File: src/rtl/register_store_unit_if.sv
// Bus bundle between a register store unit and its source register, address
// register and byte-wide memory.
interface register_store_unit_if #(
    parameter int unsigned ADDR_WIDTH = 16
);
    logic                  Start;
    logic [15:0]           Data;
    logic [ADDR_WIDTH-1:0] Addr;
    logic [ADDR_WIDTH-1:0] MemAddr;
    logic [7:0]            MemData;
    logic                  MemWE;
    logic                  MemReady;
    logic [1:0]            ARFunSel;
    logic                  AREnable;
    logic                  Busy;
    logic                  Done;

    // Store unit side
    modport slave (
        input  Start, Data, Addr, MemReady,
        output MemAddr, MemData, MemWE, ARFunSel, AREnable, Busy, Done
    );

    // Requester / memory / address-register side
    modport master (
        output Start, Data, Addr, MemReady,
        input  MemAddr, MemData, MemWE, ARFunSel, AREnable, Busy, Done
    );
endinterface

File: src/rtl/register_store_unit.sv
// Stores a 16-bit register value to byte-wide memory as two handshaked byte
// writes, pulsing address-register increments for each accepted byte.
module register_store_unit #(
    parameter bit          BIG_ENDIAN = 1'b0,
    parameter int unsigned ADDR_WIDTH = 16
) (
    input  logic                  Clock,
    input  logic                  Reset,
    register_store_unit_if.slave  bus
);

    localparam int unsigned DATA_WIDTH = 16;
    localparam int unsigned BYTE_WIDTH = 8;

    typedef enum logic [1:0] {
        IDLE = 2'd0,
        WR0  = 2'd1,
        WR1  = 2'd2,
        DONE = 2'd3
    } state_t;

    state_t                  state;
    state_t                  state_nx;
    logic [DATA_WIDTH-1:0]   d_q;
    logic [DATA_WIDTH-1:0]   d_nx;
    logic [ADDR_WIDTH-1:0]   a_q;
    logic [ADDR_WIDTH-1:0]   a_nx;

    logic                    mem_we_nx;
    logic                    busy_nx;
    logic                    done_nx;
    logic [ADDR_WIDTH-1:0]   mem_addr_nx;
    logic [BYTE_WIDTH-1:0]   mem_data_nx;
    logic [BYTE_WIDTH-1:0]   first_byte;
    logic [BYTE_WIDTH-1:0]   second_byte;
    logic                    writing;

    // Next state and capture; Start is only honoured in IDLE
    always_comb begin
        state_nx = state;
        d_nx     = d_q;
        a_nx     = a_q;
        unique case (state)
            IDLE: begin
                if (bus.Start) begin
                    state_nx = WR0;
                    d_nx     = bus.Data;
                    a_nx     = bus.Addr;
                end
            end
            WR0: begin
                if (bus.MemReady) state_nx = WR1;
            end
            WR1: begin
                if (bus.MemReady) state_nx = DONE;
            end
            DONE: begin
                state_nx = IDLE;
            end
            default: begin
                state_nx = IDLE;
            end
        endcase
    end

    // Byte order of the stored word
    always_comb begin
        first_byte  = d_nx[BYTE_WIDTH-1:0];
        second_byte = d_nx[DATA_WIDTH-1:BYTE_WIDTH];
        if (BIG_ENDIAN) begin
            first_byte  = d_nx[DATA_WIDTH-1:BYTE_WIDTH];
            second_byte = d_nx[BYTE_WIDTH-1:0];
        end
    end

    // Output values for the upcoming state, so memory-side outputs are registered
    always_comb begin
        mem_we_nx   = 1'b0;
        busy_nx     = 1'b0;
        done_nx     = 1'b0;
        mem_addr_nx = '0;
        mem_data_nx = '0;
        unique case (state_nx)
            WR0: begin
                mem_we_nx   = 1'b1;
                busy_nx     = 1'b1;
                mem_addr_nx = a_nx;
                mem_data_nx = first_byte;
            end
            WR1: begin
                mem_we_nx   = 1'b1;
                busy_nx     = 1'b1;
                mem_addr_nx = a_nx + ADDR_WIDTH'(1);
                mem_data_nx = second_byte;
            end
            DONE: begin
                done_nx = 1'b1;
            end
            default: begin
                mem_we_nx = 1'b0;
            end
        endcase
    end

    always_ff @(posedge Clock) begin
        if (Reset) begin
            state       <= IDLE;
            d_q         <= '0;
            a_q         <= '0;
            bus.MemWE   <= 1'b0;
            bus.Busy    <= 1'b0;
            bus.Done    <= 1'b0;
            bus.MemAddr <= '0;
            bus.MemData <= '0;
        end else begin
            state       <= state_nx;
            d_q         <= d_nx;
            a_q         <= a_nx;
            bus.MemWE   <= mem_we_nx;
            bus.Busy    <= busy_nx;
            bus.Done    <= done_nx;
            bus.MemAddr <= mem_addr_nx;
            bus.MemData <= mem_data_nx;
        end
    end

    // Increment pulse on each accepted byte; reset suppresses it
    assign writing      = (state == WR0) || (state == WR1);
    assign bus.AREnable = writing && bus.MemReady && !Reset;
    assign bus.ARFunSel = bus.AREnable ? 2'b01 : 2'b00;

endmodule
File: src/flat_wrapper.sv
// flat-port wrapper written by rule: the top's interface ports become plain ports
module register_store_unit_flat 
#(
    parameter bit          BIG_ENDIAN = 1'b0,
    parameter int unsigned ADDR_WIDTH = 16
)
  (Clock, Reset, bus_Start, bus_Data, bus_Addr, bus_MemReady, bus_MemAddr, bus_MemData, bus_MemWE, bus_ARFunSel, bus_AREnable, bus_Busy, bus_Done);
  register_store_unit_if #(.ADDR_WIDTH(ADDR_WIDTH)) bus_i ();
  input  logic Clock;
  input  logic Reset;
  input wire logic [$bits(bus_i.Start)-1:0] bus_Start;
  input wire logic [$bits(bus_i.Data)-1:0] bus_Data;
  input wire logic [$bits(bus_i.Addr)-1:0] bus_Addr;
  input wire logic [$bits(bus_i.MemReady)-1:0] bus_MemReady;
  output wire logic [$bits(bus_i.MemAddr)-1:0] bus_MemAddr;
  output wire logic [$bits(bus_i.MemData)-1:0] bus_MemData;
  output wire logic [$bits(bus_i.MemWE)-1:0] bus_MemWE;
  output wire logic [$bits(bus_i.ARFunSel)-1:0] bus_ARFunSel;
  output wire logic [$bits(bus_i.AREnable)-1:0] bus_AREnable;
  output wire logic [$bits(bus_i.Busy)-1:0] bus_Busy;
  output wire logic [$bits(bus_i.Done)-1:0] bus_Done;
  assign bus_i.Start = bus_Start;
  assign bus_i.Data = bus_Data;
  assign bus_i.Addr = bus_Addr;
  assign bus_i.MemReady = bus_MemReady;
  assign bus_MemAddr = bus_i.MemAddr;
  assign bus_MemData = bus_i.MemData;
  assign bus_MemWE = bus_i.MemWE;
  assign bus_ARFunSel = bus_i.ARFunSel;
  assign bus_AREnable = bus_i.AREnable;
  assign bus_Busy = bus_i.Busy;
  assign bus_Done = bus_i.Done;
  register_store_unit #(.BIG_ENDIAN(BIG_ENDIAN), .ADDR_WIDTH(ADDR_WIDTH)) u_core (.Clock(Clock), .Reset(Reset), .bus(bus_i));
endmodule
File: config.mk
export PLATFORM = sky130hd
export DESIGN_NAME = register_store_unit_flat
export DESIGN_NICKNAME = d
export VERILOG_FILES = /design/src/rtl/register_store_unit_if.sv /design/src/rtl/register_store_unit.sv /design/src/flat_wrapper.sv
export SDC_FILE = /design/constraint.sdc
export NUM_CORES = 1
export LEC_CHECK = 0
export ABC_AREA = 1
export CAP_MARGIN = 30
export CORE_MARGIN = 1.5
export CORE_UTILIZATION = 30
export DETAILED_ROUTE_END_ITERATION = 10
export PLACE_DENSITY = 0.57
export SLEW_MARGIN = 25
export SYNTH_ARGS = -nofsm -noshare
export SYNTH_HDL_FRONTEND = slang
export SYNTH_SLANG_ARGS = --single-unit
export TNS_END_PERCENT = 5
File: constraint.sdc
create_clock -name Clock -period 2.4 [get_ports Clock]
set_input_delay 0.36 -clock Clock [delete_from_list [all_inputs] [get_ports Clock]]
set_output_delay 0.36 -clock Clock [all_outputs]
set_load 0.05 [all_outputs]
# After elaboration in Yosys (flattened, before gate mapping)
# Cells that the tools add are included.
dict set report classes {
  n_addsub 1
  n_eq_ne 6
  mux 13
  n_reduce_logical 6
}
# operator n
set ops {}
lappend ops {{$mux 16} 4}
lappend ops {{$pmux 16 s2} 1}
lappend ops {{$add 16x1->16 const B} 1}
lappend ops {{$pmux 8 s2} 1}
lappend ops {{$eq 2x2->1 const B} 4}
lappend ops {{$pmux 2 s4} 1}
lappend ops {{$mux 2} 3}
lappend ops {{$eq 2x1->1 const B} 2}
lappend ops {{$mux 1} 3}
lappend ops {{$logic_and 1x1->1} 2}
lappend ops {{$logic_not 2->1} 1}
lappend ops {{$reduce_or 2->1} 1}
lappend ops {{$logic_not 1->1} 1}
lappend ops {{$logic_or 1x1->1} 1}
dict set report totals {
  reg_bits 60
  input_bits 36
  output_inout_bits 30
}

# Depth between registers and ports, before layout
# Gate-level depths: netlist of the first run.
dict set report logic_depth {
  word_depth 5
  ltp_mapped 14
}

# Least setup slack after synthesis of the first run
# No wires, ideal clock.
dict set report synth_path {
  kind {input to output}
  startpoint {in Reset}
  endpoint {out bus_ARFunSel[0]}
  t_arrival_ns 1.789
  path_slack_ns 0.251
  path_stages 4
  path_buffers 3
  cell_sequence {clkbuf_1 clkbuf_1 nor2_1 buf_4}
}
dict set report synth_via {
  elab_chain_cells 3
}
# item line_no
set synth_rtl {}
lappend synth_rtl {{from (decl)} flat_wrapper.sv:10} ;# input logic Reset;
lappend synth_rtl {{$logic_not 1->1} register_store_unit.sv:129} ;# assign bus.AREnable = writing && bus.MemReady && !Reset;
lappend synth_rtl {{$logic_and 1x1->1} register_store_unit.sv:129}
lappend synth_rtl {{net bus_AREnable} flat_wrapper.sv:19} ;# output wire logic [$bits(bus_i.AREnable)-1:0] bus_AREnable;
lappend synth_rtl {{$mux 1} register_store_unit.sv:130} ;# assign bus.ARFunSel = bus.AREnable ? 2'b01 : 2'b00;
lappend synth_rtl {{to (decl)} flat_wrapper.sv:18} ;# output wire logic [$bits(bus_i.ARFunSel)-1:0] bus_ARFunSel;
# The timed path passes the listed nets, and every way through them passes these cells.

# Final worst setup path of the first run
dict set report layout_path {
  startpoint {reg u_core.state[1]}
  endpoint {reg u_core.bus.MemData[6]}
}
dict set report layout_via {
  elab_chain_cells 4
}
# item line_no
set layout_rtl {}
lappend layout_rtl {{from (decl)} register_store_unit.sv:22} ;# state_t state;
lappend layout_rtl {{from (signal assigned)} register_store_unit.sv:116} ;# state <= state_nx;
lappend layout_rtl {{$eq 2x2->1 (tied with other cells)} register_store_unit.sv:43} ;# unique case (state)
lappend layout_rtl {{$pmux 2 s4 (*)} register_store_unit.sv:43}
lappend layout_rtl {{net u_core.state_nx[0]} register_store_unit.sv:23} ;# state_t state_nx;
lappend layout_rtl {{$eq 2x2->1 / $eq 2x1->1 (equally long branches)} register_store_unit.sv:83} ;# unique case (state_nx)
lappend layout_rtl {{$pmux 8 s2 (*)} register_store_unit.sv:83}
lappend layout_rtl {{to (signal assigned)} register_store_unit.sv:123} ;# bus.MemData <= mem_data_nx;
lappend layout_rtl {{to (decl)} register_store_unit_if.sv:21} ;# output MemAddr, MemData, MemWE, ARFunSel, AREnable, Busy, Done
# Mark *: on every way through the listed nets, which the timed path passes. The rest lies on a longest branch.
# A chain may end at the register's enable or synchronous reset.

==> results of run 1 <==
[cells in the final DEF (no fill, tap or decap), drive strengths merged, types with 2 or more instances in the layout]
master         Yosys  layout
nand2             75      75
clkdlybuf4s50      0      62
dfxtp             60      60
nor2              55      55
inv               36      36
a21oi             23      23
nand3             22      22
buf               11      20
mux2i             16      16
o21ai             13      13
clkbuf             7      10
ha                 9       9
o22ai              8       8
nand4              4       4
clkinv             1       3
a211oi             2       2
a22oi              2       2
bufinv             0       2
clkinvlp           0       2
[per-layer routing]
layer / global-route usage (%) / vias up / share of wire, %
li1: - / 1272 / -
met1: 18.7 / 1118 / 48
met2: 24.8 / 46 / 48
met3: 3.72 / 4 / 3.5
met4: 5.20 / 0 / 0.91
met5: 0 / - / 0
[metrics by stage]
stage	setup WS, ps	instances
final	239	537
after global routing	24.2	537
after CTS	194	537
after detailed placement	80.7	521
after global placement	103	521
after floorplan	251	349
[critical path: stages, from the launching register on]
cell     delay [ps]
dfxtp_1         400
inv_1           100
ha_1            230
nand2_1          70
o21ai_0          80
a32oi_1         250
inv_1           110
ha_2            340
nor2_2           40
inv_1           160
buf_4           210
nor2_1           60
[timing repair]
action,in CTS,in global routing
resized for setup,0,1
hold buffers,0,0
buffers inserted,0,0
endpoints found under the setup margin,0,4
[power by group]
| part | switching [µW] | leakage, µW | internal [µW] |
|---|---|---|---|
| logic | 1850 | 0.00101 | 1060 |
| clock network | 413 | 0.000102 | 585 |
| registers | 78.8 | 0.000490 | 1250 |
| total | 2340 | 0.00160 | 2890 |
[area by class of cell]
| class | count | area, µm² |
|---|---|---|
| Multi-Input combinational cell | 234 | 1320 |
| Inverter | 37 | 139 |
| Sequential cell | 60 | 1200 |
| Clock inverter | 6 | 88.8 |
| Tap cell | 108 | 135 |
| Fill cell | 890 | 5030 |
| Timing Repair Buffer | 82 | 808 |
| Clock buffer | 10 | 128 |
[state kept, by name (all words and copies together), names as in the netlist]
| register | flops |
|---|---|
| u_core.bus.MemData | 8 |
| u_core.d_q | 16 |
| u_core.a_q | 16 |
| u_core.bus.MemAddr | 16 |
| u_core.bus.Done | 1 |
| u_core.bus.MemWE | 1 |
| u_core.state | 2 |
[worst max-delay path by stage]
stage                                        to  slack (ps)  depth (start not counted)
2_1_floorplan                   bus_ARFunSel[0]         250                          4
3_3_place_gp   u_core.bus.MemAddr[7]$_SDFF_PP0_         100                         13
3_5_place_dp   u_core.bus.MemData[6]$_SDFF_PP0_          80                         12
4_1_cts        u_core.bus.MemAddr[8]$_SDFF_PP0_         190                         11
5_1_grt        u_core.bus.MemData[5]$_SDFF_PP0_          20                         12
6_report       u_core.bus.MemData[6]$_SDFF_PP0_         240                         11
[kinds of logic after synthesis]
group                    after synthesis
multiplexers                          16
AND/OR/NAND/NOR                      158
flip-flops                            60
other                                  1
adder cells (fa/ha/maj)                9
AO/OA/AOI/OAI                         50
buffers and inverters                 55
==> summary.txt, run 1 <==
Run status
  – Status: finished, final reports clean

Timing
  – Highest Clock Rate: 463 MHz
  – Final min period: 2160 ps
  – RSZ-0062 raised after global routing: false
  – Setup_tns: 0 ps
  – Setup-failing EPs final: 0
  – Final hold slack: 468 ps
  – Max-slew violations: 0
  – Tcrit/Tclk final: 90.1%
  – Rel. slew slack: 64.4%
  – Clock skew: 5.35 ps
  – Final Hold Fails: 0
  – Worst-margin pin slew: 533 ps

Synthesis
  – Mapped Cells: 349
  – Multiplexer share of the synthesized area: 5.78%
  – Synth warn: 0
  – Xor/xnor share of the synthesized area: 0%
  – Cell Area, Synth: 0.00277 mm²
  – Ys async rst share: 0%
  – Syn avg cell area: 7.94 µm²
  – Post-Synth Adder-Cell Area: 4.06%
  – Yosys cell types: 33
  – Synth top cells by count: 61 x nand2_1, 60 x dfxtp_1, 48 x nor2_1
  – Synth area leaders: dfxtp_1 43%, nand2_1 8.3%, nor2_1 6.5%
  – Top-count cell post-synth: nand2_1
  – Main combinational cell family by area after synthesis: simple AND/OR/NAND/NOR gates
  – Top cell type's share of synthesized area: 43.3%
  – Most used DFF post-synth: dfxtp_1
  – Synth Register Bits: 60
  – Simple-gate portion of the synthesized area: 26.8%
  – Area leader, netlist: dfxtp_1
  – Synthesized Nets: 394
  – Number of synthesized flops with an enable pin: 0
  – Sequential share of the synthesized area: 43.3%
  – Compound-cell area share of the yosys netlist: 10.7%

Global route
  – GR Util All Layers: 14.9%
  – Initial antenna violation count: 0
  – First-pass GRT wire length: 11.6 mm
  – Vias in the first global route: 2484
  – Remaining Overflow, GRT: 0
  – Largest net degree at the start of global routing: 38

Route
  – Routed via count: 2440
  – Post-Route WL: 6.84 mm
  – Drt first pass iters: 4
  – DRT iter0 DRCs: 61
  – Vias per cell: 4.54
  – Remaining antenna violation count: 0
  – DRC Markers: 0
  – WL/cell: 12.7 µm

Worst setup path
  – CP Max Fanout: 9
  – R2r startpoint: u_core.state[1]$_SDFF_PP0_
  – Critical Path AT: 2390 ps
  – Nature of the critical path endpoint: flip-flop
  – WP data required: 2630 ps
  – CP Class: flip-flop to flip-flop
  – R2r endpoint: u_core.bus.MemData[6]$_SDFF_PP0_
  – Crit path launch type: flip-flop
  – Reg2Reg Setup Slack: 240 ps
  – Setup crit start: u_core.state[1]$_SDFF_PP0_
  – Worst R2R Path Depth: 11

Worst hold path
  – HP Start: u_core.a_q[1]$_SDFF_PP0_
  – Worst min-delay path class: flip-flop to flip-flop
  – Worst hold stages: 2
  – WHS Endpoint: u_core.a_q[1]$_SDFF_PP0_

Placed design
  – IO Port Bufs: 64
  – Placement Cell Area: 0.00360 mm²
  – GP Congestion: 0.829
  – HPWL Detailed: 5.05 mm

Die
  – Initial Utilization: 31.3%
  – Core box area: 0.00885 mm²
  – Die H: 99.1 µm
  – Die area: 0.00982 mm²
  – FP Rows: 34
  – I/O pin total: 66
  – Die Span X: 99.1 µm

CTS
  – Clock transition at the registers of the reported paths: 70 ps
  – Clock Tree Buf Depth: 2
  – CTS tree: done
  – Skew-Pair Late Insertion Delay: 330 ps
  – Number of clock sinks: 60
  – H-tree levels: 3
  – CTS Buf Count: 9
  – CTS root buf: clkbuf_8

Layout
  – Ant diodes: 0
  – Synthesis-to-layout area growth: 37.7%
  – Final layout net count: 469
  – Design Area, Final: 0.00382 mm²
  – Share of cells above drive strength 1: 15.6%
  – Fin util: 43.1%

Flow run
  – Maxcap violations: 0

Power
  – Static Leak: 0.00160 µW
  – Pwr dens: 1370 mW/mm²
  – Peak VDD IR: 0.490 mV
  – Tot Pwr: 5230 µW
Note: power is estimated with default switching activity, not from simulation.
==> inputs of run 2 (changes only) <==
CAP_MARGIN = 20   (was 30)
==> results of run 2 <==
No change in the layout: final DEF, timing and power equal those of run 1.
